**config.mk**
```make
export PLATFORM = sky130hd
export DESIGN_NAME = mc_ctrl
export DESIGN_NICKNAME = d
export VERILOG_FILES = /design/src/rtl/mc_ctrl.sv
export SDC_FILE = /design/constraint.sdc
export NUM_CORES = 1
export LEC_CHECK = 0
export ABC_AREA = 1
export BUFFER_PORTS_ARGS = -buffer_cell sky130_fd_sc_hd__buf_2
export CAP_MARGIN = 40
export CORE_ASPECT_RATIO = 0.8
export CORE_MARGIN = 4
export CORE_UTILIZATION = 46
export DETAILED_ROUTE_END_ITERATION = 8
export GPL_TIMING_DRIVEN = 0
export PLACE_DENSITY_LB_ADDON = 0.1
export SLEW_MARGIN = 20
export SYNTH_ARGS = -nofsm -noshare
export SYNTH_HDL_FRONTEND = slang
export SYNTH_SLANG_ARGS = --single-unit
```
**constraint.sdc**
```tcl
create_clock -name clk -period 2 [get_ports clk]
set_input_delay 0.4 -clock clk [delete_from_list [all_inputs] [get_ports clk]]
set_output_delay 0.4 -clock clk [all_outputs]
set_load 0.02 [all_outputs]
```
**src/rtl/mc_ctrl.sv**
```systemverilog
`default_nettype none
// ============================================================================
// Module   : mc_ctrl
// Brief    : Multi-cycle MIPS sequencing controller (FETCH/DECODE/EXEC/MEM/WB)
//            with memory wait states, timeout abort and retire counter.
// Revision : 1.0 - initial release
// ============================================================================
module mc_ctrl #(
    parameter int MEM_TIMEOUT = 255,
    parameter int CNT_WIDTH   = 32
) (
    input  logic                 clk,
    input  logic                 rst,
    input  logic [5:0]           opcode,
    input  logic [5:0]           func,
    input  logic                 alu_zero,
    input  logic                 mem_ready,
    output logic                 pc_write,
    output logic [1:0]           pc_src,
    output logic                 ir_write,
    output logic                 mem_read,
    output logic                 mem_write,
    output logic                 reg_write,
    output logic [1:0]           reg_dst,
    output logic [1:0]           mem_to_reg,
    output logic                 alu_src_a,
    output logic [1:0]           alu_src_b,
    output logic [2:0]           alu_op,
    output logic                 imm_ext_mode,
    output logic [2:0]           state,
    output logic                 illegal,
    output logic                 bus_err,
    output logic [CNT_WIDTH-1:0] instr_retired
);

    localparam int c_WAIT_W = (MEM_TIMEOUT < 1) ? 1 : $clog2(MEM_TIMEOUT + 1);
    localparam logic [c_WAIT_W-1:0]  c_WAIT_LIMIT = c_WAIT_W'(MEM_TIMEOUT);
    localparam logic [c_WAIT_W-1:0]  c_WAIT_ONE   = c_WAIT_W'(1);
    localparam logic [CNT_WIDTH-1:0] c_CNT_ONE    = CNT_WIDTH'(1);

    localparam logic [2:0] c_S_FETCH  = 3'd0;
    localparam logic [2:0] c_S_DECODE = 3'd1;
    localparam logic [2:0] c_S_EXEC   = 3'd2;
    localparam logic [2:0] c_S_MEMRD  = 3'd3;
    localparam logic [2:0] c_S_MEMWR  = 3'd4;
    localparam logic [2:0] c_S_WB     = 3'd5;

    localparam logic [5:0] c_OP_RTYPE = 6'h00;
    localparam logic [5:0] c_OP_J     = 6'h02;
    localparam logic [5:0] c_OP_JAL   = 6'h03;
    localparam logic [5:0] c_OP_BEQ   = 6'h04;
    localparam logic [5:0] c_OP_BNE   = 6'h05;
    localparam logic [5:0] c_OP_ADDI  = 6'h08;
    localparam logic [5:0] c_OP_ADDIU = 6'h09;
    localparam logic [5:0] c_OP_SLTI  = 6'h0A;
    localparam logic [5:0] c_OP_ANDI  = 6'h0C;
    localparam logic [5:0] c_OP_ORI   = 6'h0D;
    localparam logic [5:0] c_OP_LUI   = 6'h0F;
    localparam logic [5:0] c_OP_LW    = 6'h23;
    localparam logic [5:0] c_OP_SW    = 6'h2B;
    localparam logic [5:0] c_FN_JR    = 6'h08;

    localparam logic [2:0] c_ALU_ADD  = 3'b000;
    localparam logic [2:0] c_ALU_SUB  = 3'b001;
    localparam logic [2:0] c_ALU_FUNC = 3'b010;
    localparam logic [2:0] c_ALU_OR   = 3'b011;
    localparam logic [2:0] c_ALU_SLT  = 3'b100;
    localparam logic [2:0] c_ALU_LUI  = 3'b101;
    localparam logic [2:0] c_ALU_AND  = 3'b110;

    // Instruction class, decoded once in DECODE and held for EXEC/MEM/WB
    localparam logic [3:0] c_CL_NONE  = 4'd0;
    localparam logic [3:0] c_CL_RTYPE = 4'd1;
    localparam logic [3:0] c_CL_ADDI  = 4'd2;
    localparam logic [3:0] c_CL_SLTI  = 4'd3;
    localparam logic [3:0] c_CL_ANDI  = 4'd4;
    localparam logic [3:0] c_CL_ORI   = 4'd5;
    localparam logic [3:0] c_CL_LUI   = 4'd6;
    localparam logic [3:0] c_CL_LW    = 4'd7;
    localparam logic [3:0] c_CL_SW    = 4'd8;
    localparam logic [3:0] c_CL_BEQ   = 4'd9;
    localparam logic [3:0] c_CL_BNE   = 4'd10;
    localparam logic [3:0] c_CL_JAL   = 4'd11;
    localparam logic [3:0] c_CL_J     = 4'd12;
    localparam logic [3:0] c_CL_JR    = 4'd13;

    logic [2:0]           r_state;
    logic [2:0]           w_nextState;
    logic [c_WAIT_W-1:0]  r_waitCnt;
    logic [3:0]           r_class;
    logic [3:0]           w_decClass;
    logic [CNT_WIDTH-1:0] r_retired;
    logic                 w_memWait;
    logic                 w_timeout;
    logic                 w_illegal;
    logic                 w_retire;

    always_comb begin
        w_decClass = c_CL_NONE;
        case (opcode)
            c_OP_RTYPE: w_decClass = (func == c_FN_JR) ? c_CL_JR : c_CL_RTYPE;
            c_OP_J:     w_decClass = c_CL_J;
            c_OP_JAL:   w_decClass = c_CL_JAL;
            c_OP_BEQ:   w_decClass = c_CL_BEQ;
            c_OP_BNE:   w_decClass = c_CL_BNE;
            c_OP_ADDI,
            c_OP_ADDIU: w_decClass = c_CL_ADDI;
            c_OP_SLTI:  w_decClass = c_CL_SLTI;
            c_OP_ANDI:  w_decClass = c_CL_ANDI;
            c_OP_ORI:   w_decClass = c_CL_ORI;
            c_OP_LUI:   w_decClass = c_CL_LUI;
            c_OP_LW:    w_decClass = c_CL_LW;
            c_OP_SW:    w_decClass = c_CL_SW;
            default:    w_decClass = c_CL_NONE;
        endcase
    end

    assign w_memWait = (r_state == c_S_FETCH) || (r_state == c_S_MEMRD) ||
                       (r_state == c_S_MEMWR);
    // A ready in the limit cycle completes the access instead of aborting it
    assign w_timeout = w_memWait && !mem_ready && (r_waitCnt == c_WAIT_LIMIT);
    assign w_illegal = (r_state == c_S_DECODE) && (w_decClass == c_CL_NONE);
    assign w_retire  = (w_nextState == c_S_FETCH) && (r_state != c_S_FETCH) &&
                       (r_state != c_S_MEMRD) && !w_timeout && !w_illegal;

    always_ff @(posedge clk) begin
        if (rst) begin
            r_state   <= c_S_FETCH;
            r_waitCnt <= '0;
            r_class   <= c_CL_NONE;
            r_retired <= '0;
        end else begin
            r_state <= w_nextState;
            if ((w_nextState != r_state) || w_timeout) begin
                r_waitCnt <= '0;
            end else if (w_memWait && !mem_ready) begin
                r_waitCnt <= r_waitCnt + c_WAIT_ONE;
            end
            if (r_state == c_S_DECODE) begin
                r_class <= w_decClass;
            end
            if (w_retire) begin
                r_retired <= r_retired + c_CNT_ONE;
            end
        end
    end

    always_comb begin
        w_nextState = r_state;
        case (r_state)
            c_S_FETCH: begin
                if (mem_ready) w_nextState = c_S_DECODE;
            end
            c_S_DECODE: begin
                case (w_decClass)
                    c_CL_J, c_CL_JR, c_CL_NONE: w_nextState = c_S_FETCH;
                    c_CL_JAL:                   w_nextState = c_S_WB;
                    default:                    w_nextState = c_S_EXEC;
                endcase
            end
            c_S_EXEC: begin
                case (r_class)
                    c_CL_LW:  w_nextState = c_S_MEMRD;
                    c_CL_SW:  w_nextState = c_S_MEMWR;
                    c_CL_RTYPE, c_CL_ADDI, c_CL_SLTI, c_CL_ANDI, c_CL_ORI,
                    c_CL_LUI: w_nextState = c_S_WB;
                    default:  w_nextState = c_S_FETCH;
                endcase
            end
            c_S_MEMRD: begin
                if (mem_ready)      w_nextState = c_S_WB;
                else if (w_timeout) w_nextState = c_S_FETCH;
            end
            c_S_MEMWR: begin
                if (mem_ready || w_timeout) w_nextState = c_S_FETCH;
            end
            default: w_nextState = c_S_FETCH;
        endcase
    end

    always_comb begin
        pc_write     = 1'b0;
        pc_src       = 2'b00;
        ir_write     = 1'b0;
        mem_read     = 1'b0;
        mem_write    = 1'b0;
        reg_write    = 1'b0;
        reg_dst      = 2'b00;
        mem_to_reg   = 2'b00;
        alu_src_a    = 1'b0;
        alu_src_b    = 2'b00;
        alu_op       = c_ALU_ADD;
        imm_ext_mode = 1'b0;
        illegal      = 1'b0;
        bus_err      = 1'b0;
        if (!rst) begin
            case (r_state)
                c_S_FETCH: begin
                    mem_read  = 1'b1;
                    alu_src_b = 2'b01;
                    ir_write  = mem_ready;
                    pc_write  = mem_ready;
                    bus_err   = w_timeout;
                end
                c_S_DECODE: begin
                    alu_src_b    = 2'b11;
                    imm_ext_mode = 1'b1;
                    case (w_decClass)
                        c_CL_J: begin
                            pc_write = 1'b1;
                            pc_src   = 2'b10;
                        end
                        c_CL_JR: begin
                            pc_write = 1'b1;
                            pc_src   = 2'b11;
                        end
                        c_CL_NONE: illegal = 1'b1;
                        default: ;
                    endcase
                end
                c_S_EXEC: begin
                    alu_src_a = 1'b1;
                    alu_src_b = 2'b10;
                    case (r_class)
                        c_CL_RTYPE: begin
                            alu_src_b = 2'b00;
                            alu_op    = c_ALU_FUNC;
                        end
                        c_CL_ADDI, c_CL_LW, c_CL_SW: imm_ext_mode = 1'b1;
                        c_CL_SLTI: begin
                            alu_op       = c_ALU_SLT;
                            imm_ext_mode = 1'b1;
                        end
                        c_CL_ANDI: alu_op = c_ALU_AND;
                        c_CL_ORI:  alu_op = c_ALU_OR;
                        c_CL_LUI:  alu_op = c_ALU_LUI;
                        c_CL_BEQ, c_CL_BNE: begin
                            alu_src_b = 2'b00;
                            alu_op    = c_ALU_SUB;
                            pc_src    = 2'b01;
                            pc_write  = (r_class == c_CL_BEQ) ? alu_zero : !alu_zero;
                        end
                        default: ;
                    endcase
                end
                c_S_MEMRD: begin
                    mem_read = 1'b1;
                    bus_err  = w_timeout;
                end
                c_S_MEMWR: begin
                    mem_write = 1'b1;
                    bus_err   = w_timeout;
                end
                c_S_WB: begin
                    reg_write = 1'b1;
                    case (r_class)
                        c_CL_RTYPE: reg_dst = 2'b01;
                        c_CL_LW:    mem_to_reg = 2'b01;
                        c_CL_JAL: begin
                            reg_dst    = 2'b10;
                            mem_to_reg = 2'b10;
                            pc_write   = 1'b1;
                            pc_src     = 2'b10;
                        end
                        default: ;
                    endcase
                end
                default: ;
            endcase
        end
    end

    assign state         = r_state;
    assign instr_retired = r_retired;

endmodule
`default_nettype wire
```
==> summary.md, run 1 <==
| Metric | Value |
|---|---|
| Outcome | `complete, but fails checks` |
| Violated checks | `negative setup slack` |
| DRT iter0 DRCs | `235` |
| PwrDens | `483.2 nW/um^2` |
| Final setup viols | `31` |
| Critical Path End | `pc_write` |
| Worst path bufs/invs | `3` |
| Seq pwr share | `44.4%` |
| Internal Power | `1713 uW` |
| Post-synth EDFFs | `0` |
| Final Cell Area | `4841 um^2` |
| Avg Inst Size Synth | `6.442 um^2` |
| CP Data Required Time | `1.60 ns` |
| MaxCap Viol Count | `0` |
| IO buf count | `70` |
| CTS Buf Count | `5` |
| ANT cells | `0` |
| Syn Inst Count | `525` |
| Reg2Reg Depth | `11` |
| Layout area overhead | `43.14%` |
| Core footprint | `7027 um^2` |
| Switch Pwr | `626.3 uW` |
| Final hold violations | `0` |
| Initial antenna violation count | `0` |
| Most common cell after layout, fill and taps aside | `nand2_1` |
| Setup TNS | `-0.9789 ns` |
| Sequential area share after synthesis | `29.60%` |
| Final period util | `105.9%` |
| Crit path cell chain | `inv_4 > nor2_4 > inv_2 > nor3_2 > nand2_1 > o21a_1 > a31oi_1 > buf_2` |
| Crit path largest cell delay | `0.37 ns` |
| Hold Crit Depth | `2` |
| Most used DFF post-synth | `dfxtp_1` |
| Drt wl/cell | `15.56 um` |
| Cell Count, Final, Fillers Out | `715` |
| DP Cell Count | `682` |
| First-pass GRT wire length | `16820 um` |
| Total track usage | `22.96%` |
| Reg2Reg Setup Slack | `-0.05 ns` |
| Layout cells sized above 1 | `38.85%` |
| Worst IR drop on VDD | `0.4136 mV` |
| Dpl hpwl | `7808 um` |
| Hold Path Class | `in2reg` |
| Comb pwr share | `18.1%` |
| Critical Path Fanout Max | `3` |
| Post-layout nets | `645` |
| Initial Util | `48.13%` |
| Worst slew margin | `52.40%` |
| Worst-Skew Late Latency | `0.31 ns` |
| WP data arrival | `1.72 ns` |
| Vias in the first global route | `3414` |
| Root Driver | `clkbuf_8` |
| Final ANT Viol Nets | `0` |
| CP startpoint | `r_class[3]` |
| FFs w/ async S/R, synth | `0%` |
| Switching Fraction | `26.78%` |
| Overall power | `2339 uW` |
| Worst setup EP type | `output pin` |
| Lkg Pwr | `0.002066 uW` |
| Max Root-Sink Buffers | `2` |
| Worst slew pin tran | `0.7140 ns` |
| I/O pins | `71` |
| Fin Hold WS | `0.4686 ns` |
| Yosys cell types | `37` |
| Sink Count | `50` |
| Post-Syn Nets | `543` |
| Final WL | `11120 um` |
| Tmin final | `2.118 ns` |
| CP max-delay cell | `dfxtp_2` |
| Critical Path Source Type | `register` |
| Grt total ovfl | `0` |
| F_max | `472.2 MHz` |
| Vert. Die Dim | `84.69 um` |
| Maximum number of pins on one net before global-route repair | `16` |
| Rows | `27` |
| Skew final | `0.01096 ns` |
| Drt pass-1 iters | `4` |
| Critical path depth in cells | `8` |
| CTS H-tree depth | `2` |
| Post-route DRC | `0` |
| Chip width | `103.9 um` |
| Critical register-to-register path startpoint | `r_waitCnt[1]` |
| TritonCTS clock tree | `done` |
| CP top delay family | `simple AND/OR/NAND/NOR gates` |
| Yosys warnings | `0` |
| Full die area | `8796 um^2` |
| Slew Limit Fails | `0` |
| Commonest non-fill, non-tap cells in the layout | `88 x nand2_1, 67 x buf_2, 56 x nor2_1, 52 x nand3_1, 41 x inv_1` |
| PnR worst setup slack | `-0.1179 ns` |
| Seq cells post-synth | `50` |
| Via density | `5.541` |
| R2R Path End | `instr_retired[27]` |
| GPL Wtd Cong | `0.9694` |
| Via count | `3962` |
| Post-Syn Area | `3382 um^2` |
| Critical path type | `reg2out` |
| Clock edge transition at the registers on the reported setup and hold paths | `0.09 ns` |
| Clk pwr share | `37.5%` |
| DP Area | `3846 um^2` |
| Unrepaired setup endpoints after global routing | `true` |
-- logic make-up after synthesis --
logic type	count (synthesis)	share of synthesized area, %
xor+xnor	36	9.323
buf+inv	64	8.213
mux	1	0.2960
simple gates	308	40.81
flops	50	29.60
fa+ha+maj	2	0.7398
compound gates	64	11.02
-- Yosys cell counts, types with 2 or more instances --
cell type	number	area, um^2
nor2_1	72	270.3
nand3_1	55	275.3
nand2_2	2	12.51
xor2_1	21	183.9
inv_2	3	11.26
a21oi_1	41	205.2
xnor2_1	15	131.4
nor3_1	21	105.1
dfxtp_1	50	1001
a31oi_1	3	18.77
o21ai_0	11	55.05
clkbuf_1	4	15.01
buf_4	3	22.52
o21a_1	2	15.01
buf_6	3	33.78
inv_1	47	176.4
nand4_1	17	106.4
nand3_2	2	20.02
nor4_1	2	12.51
a21oi_4	2	32.53
ha_1	2	25.02
nand2_1	127	476.7
nand3b_1	4	30.03
buf_2	3	15.01
-- repair_timing --
item	in CTS	in global routing
pin swaps	10	27
hold buffers	0	0
gates cloned	0	3
endpoints found under the setup margin	54	51
setup buffers	8	15
gates resized for setup	34	155
-- metrics by stage --
| step | setup WS, ns | utilization [%] |
|---|---|---|
| 2_1_floorplan | 0.01775 | - |
| 3_3_place_gp | -0.1846 | 54.74 |
| 3_5_place_dp | -0.2200 | 54.74 |
| 4_1_cts | -0.06020 | 58.80 |
| 5_1_grt | -0.1724 | 68.89 |
| 6_report | -0.1179 | 68.89 |
-- routing by layer --
metal	global-route usage (%)	routed length (um)	vias to the layer above
li1	-	-	1941
met5	0	0	-
met4	4.469	87	0
met2	32.33	4749	162
met1	35.07	5332	1847
met3	5.688	953	12
-- flip-flops by register name (all words and copies together) (netlist names), named ones only --
register / flops
state: 3
instr_retired: 32
r_class: 4
r_waitCnt: 8
-- cell type report --
type	count	area [um^2]
clock buffers	6	82.58
repair buffers	96	626.9
plain buffers	13	125.1
clock inverters	2	60.06
multi-input cells	411	2608
well taps	87	108.9
fillers	658	2186
flip-flops and latches	50	1032
inverters	50	197.7
-- power by group through the flow --
stage,logic (uW),clock network (uW),registers [uW]
after floorplan,195,0,1060
after CTS,301,893,1040
after global placement,277,0,1060
final,423,877,1040
after global routing,456,944,1040
after detailed placement,280,0,1060
-- how the worst min path moves through the flow --
stage,endpoint,start
floorplan,r_waitCnt[1],r_waitCnt[1]
global placement,instr_retired[31],instr_retired[31]
detailed placement,instr_retired[31],instr_retired[31]
CTS,instr_retired[3],rst
global route,instr_retired[3],rst
finish,instr_retired[3],rst
No activity file was read; power rests on OpenSTA's default activity.
==> run 2, diff against run 1 <==
--- a/config.mk
+++ b/config.mk
@@ -12,3 +12,3 @@
 export CORE_MARGIN = 4
-export CORE_UTILIZATION = 46
+export CORE_UTILIZATION = 40
 export DETAILED_ROUTE_END_ITERATION = 8
--- a/constraint.sdc
+++ b/constraint.sdc
@@ -3,2 +3,2 @@
 set_output_delay 0.4 -clock clk [all_outputs]
-set_load 0.02 [all_outputs]
+set_load 0.01 [all_outputs]
==> summary.md, run 2 (synthesized netlist as in run 1, its figures left out) <==
| Metric | Value |
|---|---|
| Largest register FFs | `32` |
| Clock edge transition at the registers on the reported setup and hold paths | `0.09 ns` |
| PwrDens | `452.5 nW/um^2` |
| ANT cells | `0` |
| IO buf count | `70` |
| Tmin final | `2.014 ns` |
| Worst slew margin | `60.94%` |
| Final WL | `10730 um` |
| F_max | `496.4 MHz` |
| MaxCap Viol Count | `0` |
| Hold Path Class | `in2reg` |
| Max Root-Sink Buffers | `2` |
| PnR worst setup slack | `-0.01446 ns` |
| Worst slew pin tran | `0.5860 ns` |
| I/O pins | `71` |
| Rows | `29` |
| Sink Count | `50` |
| CP startpoint | `r_class[1]` |
| Worst IR drop on VDD | `0.2753 mV` |
| CTS Buf Count | `5` |
| Pre-CTS WS | `-0.2351 ns` |
| Crit path largest cell delay | `0.37 ns` |
| Maximum number of pins on one net before global-route repair | `15` |
| Drt wl/cell | `14.60 um` |
| Critical Path Source Type | `register` |
| Violated checks | `negative setup slack` |
| Layout cells sized above 1 | `28.71%` |
| Core footprint | `8092 um^2` |
| Root Driver | `clkbuf_8` |
| Grt total ovfl | `0` |
| Post-CTS Hold Fix Bufs | `0` |
| Critical path type | `reg2out` |
| Post-layout nets | `644` |
| Full die area | `10000 um^2` |
| TritonCTS clock tree | `done` |
| Via count | `3815` |
| Commonest non-fill, non-tap cells in the layout | `116 x nand2_1, 71 x buf_2, 61 x nor2_1, 53 x nand3_1, 41 x inv_1` |
| Lkg Pwr | `0.001953 uW` |
| Final hold violations | `0` |
| Initial Util | `41.80%` |
| Final setup viols | `2` |
| Final period util | `100.7%` |
| Dpl hpwl | `7944 um` |
| Skew final | `0.006551 ns` |
| Chip width | `110.8 um` |
| Overall power | `2010 uW` |
| Initial antenna violation count | `0` |
| GPL Wtd Cong | `0.9631` |
| Unrepaired setup endpoints after global routing | `true` |
| Critical Path Fanout Max | `5` |
| CTS H-tree depth | `2` |
| Final ANT Viol Nets | `0` |
| Vias in the first global route | `3309` |
| First-pass GRT wire length | `16990 um` |
| CP Data Required Time | `1.60 ns` |
| Slew Limit Fails | `0` |
| Most common cell after layout, fill and taps aside | `nand2_1` |
| Drt pass-1 iters | `5` |
| Outcome | `complete, but fails checks` |
| WP data arrival | `1.61 ns` |
| Critical register-to-register path startpoint | `r_waitCnt[1]` |
| Via density | `5.190` |
| Worst-Skew Late Latency | `0.30 ns` |
| Total track usage | `20.26%` |
| Crit path cell chain | `nand2_4 > inv_2 > nor3_2 > nand2_1 > o21a_1 > a31oi_1 > buf_2` |
| CP max-delay cell | `dfxtp_2` |
| Hold wc startpoint | `rst` |
| DRT iter0 DRCs | `297` |
| Worst setup EP type | `output pin` |
| Layout area overhead | `31.34%` |
| Vert. Die Dim | `90.25 um` |
| Post-route DRC | `0` |
run 2: where the power goes:
group / internal [uW] / switching, uW
registers: 1010 / 24.6
logic: 140 / 215
clock network: 280 / 337
run 2: metal layers:
layer / global-route usage, % / part of all wire, % / vias to the layer above
met2: 27.27 / 40 / 140
met5: 0 / 0 / -
met3: 4.027 / 7.3 / 7
met1: 32.79 / 52 / 1736
li1: - / - / 1932
met4: 3.385 / 0.61 / 0
run 2: repair_timing:
| item | in CTS | in global routing |
|---|---|---|
| gates cloned | 0 | 1 |
| pin swaps | 10 | 15 |
| gates resized for setup | 39 | 52 |
| buffers inserted | 11 | 12 |
| setup endpoints to repair | 54 | 51 |
run 2: final cells by class:
cell class	count	area (um^2)
Tap cell	108	135.1
Multi-Input combinational cell	411	2316
Clock inverter	1	5.005
Inverter	50	195.2
Clock buffer	7	86.33
Buffer	14	121.4
Fill cell	819	3650
Sequential cell	50	1031
Timing Repair Buffer	94	551.8
run 2: path summary, 6_finish.rpt:
path                            end  slack (ns)  depth (start not counted)
setup / recovery           pc_write       -0.01                          7
hold / removal           r_class[1]        0.47                          4
setup reg to reg  instr_retired[24]           0                         11
hold reg to reg   instr_retired[16]        0.51                          2
run 2: through the flow:
stage | util, % | hold slack, ns | area [um^2] | TNS (ns) | cells
floorplan | - | 0.5030 | 3387 | 0 | 525
global route | 54.89 | 0.5050 | 4442 | -2.706 | 735
CTS | 51.28 | 0.4485 | 4149 | -0.02796 | 722
detailed placement | 47.86 | 0.4907 | 3872 | -6.669 | 703
global placement | 47.86 | 0.4804 | 3872 | -6.803 | 703
finish | 54.89 | 0.4711 | 4442 | -0.01797 | 735
run 2: critical path: cells and delay by family, from the launching register on:
family / cells / cell delay [ns]
compound gates: 2 / 0.31
buf+inv: 2 / 0.21
flops: 1 / 0.37
simple gates: 3 / 0.42
